## src/rtl/rv_timer.sv

```systemverilog
// Machine timer for the uRV core: prescaled 32-bit up-counter with compare,
// producing a registered one-cycle tick and a sticky PEND flag.
module rv_timer #(
  parameter int g_prescaler_width = 16
) (
  input  logic        clk_i,
  input  logic        rst_n_i,
  input  logic [1:0]  tm_addr_i,
  input  logic        tm_wr_i,
  input  logic [31:0] tm_wdata_i,
  output logic [31:0] tm_rdata_o,
  output logic        tick_o,
  output logic [31:0] count_o
);

  typedef enum logic {
    ST_IDLE = 1'b0,
    ST_RUN  = 1'b1
  } state_t;

  state_t                       r_state;
  state_t                       w_state_next;
  logic                         r_per;
  logic                         r_pend;
  logic                         r_tick;
  logic [g_prescaler_width-1:0] r_prescale;
  logic [g_prescaler_width-1:0] r_ps_cnt;
  logic [31:0]                  r_compare;
  logic [31:0]                  r_count;

  logic        w_ctrl_wr;
  logic        w_ps_stb;
  logic        w_match;
  logic        w_start;
  logic [31:0] w_prescale_ext;

  assign w_ctrl_wr      = tm_wr_i && (tm_addr_i == 2'd0);
  assign w_ps_stb       = (r_state == ST_RUN) && (r_ps_cnt == r_prescale);
  assign w_match        = w_ps_stb && (r_count == r_compare);
  assign w_start        = w_ctrl_wr && tm_wdata_i[0] && (r_state == ST_IDLE);
  assign w_prescale_ext = 32'(r_prescale);

  always_ff @(posedge clk_i or negedge rst_n_i) begin
    if (!rst_n_i) begin
      r_state <= ST_IDLE;
    end else begin
      r_state <= w_state_next;
    end
  end

  // A CTRL write overrides the one-shot auto-disable in the same cycle.
  always_comb begin
    w_state_next = r_state;
    if (w_ctrl_wr) begin
      w_state_next = tm_wdata_i[0] ? ST_RUN : ST_IDLE;
    end else if (w_match && !r_per) begin
      w_state_next = ST_IDLE;
    end else begin
      w_state_next = r_state;
    end
  end

  always_ff @(posedge clk_i or negedge rst_n_i) begin
    if (!rst_n_i) begin
      r_per      <= 1'b0;
      r_pend     <= 1'b0;
      r_tick     <= 1'b0;
      r_prescale <= '0;
      r_ps_cnt   <= '0;
      r_compare  <= 32'hFFFF_FFFF;
      r_count    <= 32'd0;
    end else begin
      r_tick <= w_match;

      if (w_ctrl_wr) begin
        r_per <= tm_wdata_i[1];
      end

      if (w_match) begin
        r_pend <= 1'b1;
      end else if (w_ctrl_wr && tm_wdata_i[2]) begin
        r_pend <= 1'b0;
      end

      if (tm_wr_i && (tm_addr_i == 2'd1)) begin
        r_prescale <= tm_wdata_i[g_prescaler_width-1:0];
      end

      if (tm_wr_i && (tm_addr_i == 2'd2)) begin
        r_compare <= tm_wdata_i;
      end

      if (w_start || w_ps_stb) begin
        r_ps_cnt <= '0;
      end else if (r_state == ST_RUN) begin
        r_ps_cnt <= r_ps_cnt + g_prescaler_width'(1);
      end

      // Software writes win over both the periodic reload and the increment.
      if (tm_wr_i && (tm_addr_i == 2'd3)) begin
        r_count <= tm_wdata_i;
      end else if (w_match) begin
        if (r_per) begin
          r_count <= 32'd0;
        end
      end else if (w_ps_stb) begin
        r_count <= r_count + 32'd1;
      end
    end
  end

  always_comb begin
    tm_rdata_o = 32'd0;
    case (tm_addr_i)
      2'd0:    tm_rdata_o = {29'd0, r_pend, r_per, (r_state == ST_RUN)};
      2'd1:    tm_rdata_o = w_prescale_ext;
      2'd2:    tm_rdata_o = r_compare;
      2'd3:    tm_rdata_o = r_count;
      default: tm_rdata_o = 32'd0;
    endcase
  end

  assign tick_o  = r_tick;
  assign count_o = r_count;

endmodule

```

## config.mk

```make
export PLATFORM = sky130hd
export DESIGN_NAME = rv_timer
export DESIGN_NICKNAME = d
export VERILOG_FILES = /design/src/rtl/rv_timer.sv
export SDC_FILE = /design/constraint.sdc
export NUM_CORES = 1
export LEC_CHECK = 0
export ABC_AREA = 1
export CORE_MARGIN = 2
export CORE_UTILIZATION = 40
export DETAILED_ROUTE_END_ITERATION = 7
export GPL_ROUTABILITY_DRIVEN = 0
export PLACE_DENSITY = 0.65
export SLEW_MARGIN = 10
export SYNTH_ARGS = -nofsm -noshare
export SYNTH_HDL_FRONTEND = slang
export SYNTH_SLANG_ARGS = --single-unit
```

## constraint.sdc

```tcl
create_clock -name clk_i -period 1.91 [get_ports clk_i]
set_clock_uncertainty 0.15 [all_clocks]
set_input_delay 0.382 -clock clk_i [delete_from_list [all_inputs] [get_ports clk_i]]
set_output_delay 0.382 -clock clk_i [all_outputs]
set_load 0.03 [all_outputs]
```

==> results.md <==
STA:
- Setup repair after global routing could not meet its margin everywhere.
- Setup violations remaining at the end of the flow were counted as 34.
- The final critical path takes up 116% of the cycle.
- For the finished layout, the period the worst path requires is 2.21 ns.
- The worst max-slew margin expressed relative to the limit is 76.0%.
- Once routing completed, OpenROAD measured the worst setup slack at -0.298 ns.
- The maximum frequency from static timing analysis is 453 MHz.
- The setup TNS after final layout is -8.93 ns.
- The count of final max-slew check failures came to 0.
- The transition time at the pin with the least slew margin is 0.357 ns.
- The count of final hold-check violations is 0.

Cells and area:
- Fill cells in the final layout number 1502.
- The final net count is 1434.
- The core occupancy in the finished layout is 64.8%.
- Of the cells placed in the final design, the portion with a size suffix greater than 1 is 34.6%.
- The multi-input logic area is 4290 sq um.
- The library cell used most frequently in the layout, excluding fill and tap cells, is sky130_fd_sc_hd__nand2_1.
- The finished cells cover 11100 sq um.
- Compared with the post-synthesis result, the final layout area differs by 59.5%.
- The top cell types in the final layout, fill and taps aside, are sky130_fd_sc_hd__nand2_1, sky130_fd_sc_hd__buf_4, sky130_fd_sc_hd__inv_1.
- The total inserted antenna cells is 0.
- The storage element area is 2580 sq um.

Min path:
- The tightest min-delay check is of the in2async type.

Critical path:
- The category of the worst setup path launch point is a register.
- On the critical path, the stage with the largest delay is an instance of sky130_fd_sc_hd__dfstp_2.
- The critical-path maximum fanout is 10.
- The path depth of the worst reg2reg path is 14.
- At the worst endpoint, the required time is 2.01 ns.
- The worst setup path is captured at a register.
- The signal on the critical path passes through inv_2, nand2_1, nand2_1, inv_1, nand2_1, nor2_1, nand2_1, nor2_4, nand2_4, o21ai_4, nand2_4, buf_12, nand2_1, nand2_1.
- The worst flop-to-flop path endpoint is count_o[30]$_DFFE_PN0P_.
- The worst register-to-register path begins at r_compare[12]$_DFFE_PN1P_.
- The largest single stage delay on the critical path is 0.54 ns.
- By startpoint and endpoint, the worst setup path is classified as reg2reg.
- The worst reg-to-reg setup slack is -0.30 ns.
- By instance count, the cell type seen most on the critical path is sky130_fd_sc_hd__nand2_1.
- The worst endpoint data arrival time is 2.31 ns.

Die:
- The initial core utilization is 40.6%.
- The initialized floorplan defines 48 standard-cell rows.
- The core region is 17200 sq um.
- 102 I/O pins were placed.
- The vertical die dimension is 136 microns.
- The die covers 18500 sq um.
- The die width is 136 microns.

Run status:
- The checks that failed: setup timing.
- The run finished, with violations left.

Placement:
- Detailed placement ended at an HPWL of 17900 microns.
- The number of buffer cells added on primary ports is 101.
- The placed instances occupy a cell area of 10200 sq um.

Synthesis:
- The number of synthesis warnings is 0.
- The per-instance average area after synthesis is 6.33 sq um.
- In the synthesized netlist, the number of instances is 1102.
- In this run the cell area of the synthesized design comes to 6980 sq um.
- The number of nets handed over by synthesis was 1141.
- The post-synthesis sequential element count is 100.
- The largest area contributor in the synthesized netlist is sky130_fd_sc_hd__dfrtp_1.
- The top-area cell type share of the netlist area is 24.4%.
- By area the synthesized netlist is led by sky130_fd_sc_hd__dfrtp_1, sky130_fd_sc_hd__nand2_1, sky130_fd_sc_hd__dfstp_2.
- For this run, the register share of the synthesized area comes to 36.4%.
- The number of distinct library cells after synthesis is 35.

CTS:
- The later pin in the worst-skew pair is clocked with a latency of 0.36 ns.
- The clock sink count is 100.
- After clock tree synthesis, the clock-pin slew on the worst setup and hold paths is 0.07 ns.
- The clock passes through at most 2 buffers.
- The root buffer cell chosen for the clock tree is sky130_fd_sc_hd__clkbuf_16.
- In this run the number of H-tree levels came out at 3.
- Clock tree synthesis inserted a total of 9 buffers.
- TritonCTS built the clock tree.

Routing:
- The routed design has 24200 microns of wire.
- The first detailed-routing pass took 5 iterations.
- The DRC violations left is 0.
- After detailed routing, the number of vias per cell comes to 4.91.
- Once detail routing completed, the nets flagged for antenna violations numbered 0.
- The number of violations reported at the end of detailed-routing iteration 0 is 415.
- The average routed wire per standard cell is 14.9 microns.
- Detailed routing inserted a total of 7984 vias.

Global route:
- Entering global routing, the biggest net connects 35 pins.
- The sum of overflow across all layers after global routing is 0.
- In the global route stage, overall resource usage came out at 26.4%.
- The number of antenna violations at the first check in global routing was 0.
- The first-pass GRT wire length is 38200 microns.
- The number of global-route vias before repair is 7666.

Power:
- For this design the static power due to leakage is 5.75 nW.
- VDD sags by at most 0.514 mV.
- The power per standard cell area is 896 nW/um^2.

Run:
- Max-cap violations in this run came to 0.
area by class of cell:
class / instances / area share (%)
clock buffers: 12 / 2.21
clock inverters: 4 / 0.652
inverters: 155 / 5.35
multi-input cells: 809 / 38.5
flip-flops and latches: 100 / 23.2
well taps: 225 / 2.53
repair buffers: 320 / 27.5
cell usage after synthesis, drive strengths merged:
library cell  count
o22ai            14
and3              1
o2111ai           2
inv             150
nor4              2
o221ai           13
clkinv            5
nand2           444
mux2              2
clkbuf           21
a21oi            27
a221oi            1
and2              1
nand3b            4
dfrtp            68
xor2             27
nor2            115
o21ai            48
xnor2             2
dfstp            32
buf              17
nor3             17
nand3            78
o31ai             1
o211a             1
ha                2
nand4             7
metrics by stage:
step	power (W)	setup slack [ns]	std cells	hold slack [ns]
finish	0.00997	-0.298	1625	0.325
global route	0.0106	-0.392	1625	0.360
CTS	0.00977	-0.226	1622	0.341
detailed placement	0.00767	-0.435	1598	0.155
global placement	0.00760	-0.417	1598	0.154
floorplan	0.00546	-0.0412	1102	-0.0636
power breakdown:
part           switching, W  internal (W)
logic               0.00266       0.00223
clock network      0.000842       0.00118
registers          0.000429       0.00262
total               0.00393       0.00603
layer usage:
metal	GRT usage, %	wire length (microns)
met5	0	0
met1	32.7	10200
met2	47.3	12300
met4	10.1	726
met3	2.50	973
how the worst max path moves through the flow:
stage | startpoint | cells past startpoint | slack [ns] | endpoint
3_5_place_dp | tm_addr_i[1] | 7 | -0.44 | tm_rdata_o[8]
4_1_cts | r_compare[28]$_DFFE_PN1P_ | 14 | -0.23 | count_o[10]$_DFFE_PN0P_
6_report | r_compare[12]$_DFFE_PN1P_ | 14 | -0.30 | count_o[30]$_DFFE_PN0P_
2_1_floorplan | count_o[26]$_DFFE_PN0P_ | 14 | -0.04 | count_o[28]$_DFFE_PN0P_
5_1_grt | r_compare[21]$_DFFE_PN1P_ | 14 | -0.39 | count_o[7]$_DFFE_PN0P_
3_3_place_gp | tm_addr_i[1] | 7 | -0.42 | tm_rdata_o[8]
cells by family after synthesis:
group	count (synthesis)	share of synthesized area, %
DFF	100	36.4
and+or+nand+nor	669	38.6
adders and majority gates	2	0.359
buffers and inverters	193	11.6
muxes	2	0.323
xor gates and xnor gates	29	3.64
AOI/OAI and AO/OA	107	9.06
registers in the layout, summed over array words and instances (netlist names):
| signal | cells |
|---|---|
| count_o | 32 |
| r_compare | 32 |
| r_prescale | 16 |
| r_ps_cnt | 16 |
| r_pend | 1 |
| r_per | 1 |
| r_state | 1 |
| tick_o | 1 |
worst max-delay path: cells and delay by family, from the launching register on:
family,cells,cell delay (ns)
compound gates,1,0.21
buf+inv,3,0.27
flops,1,0.54
simple gates,10,0.94
repair_timing:
action / in CTS / in global routing
buffers inserted: 4 / 8
hold buffers: 1 / 0
endpoints found under the setup margin: 99 / 79
resized for setup: 117 / 101
gates cloned: 3 / 1
pin swaps: 18 / 18
hold endpoints to repair: 11 / 0
No activity file was read; power rests on OpenSTA's default activity.
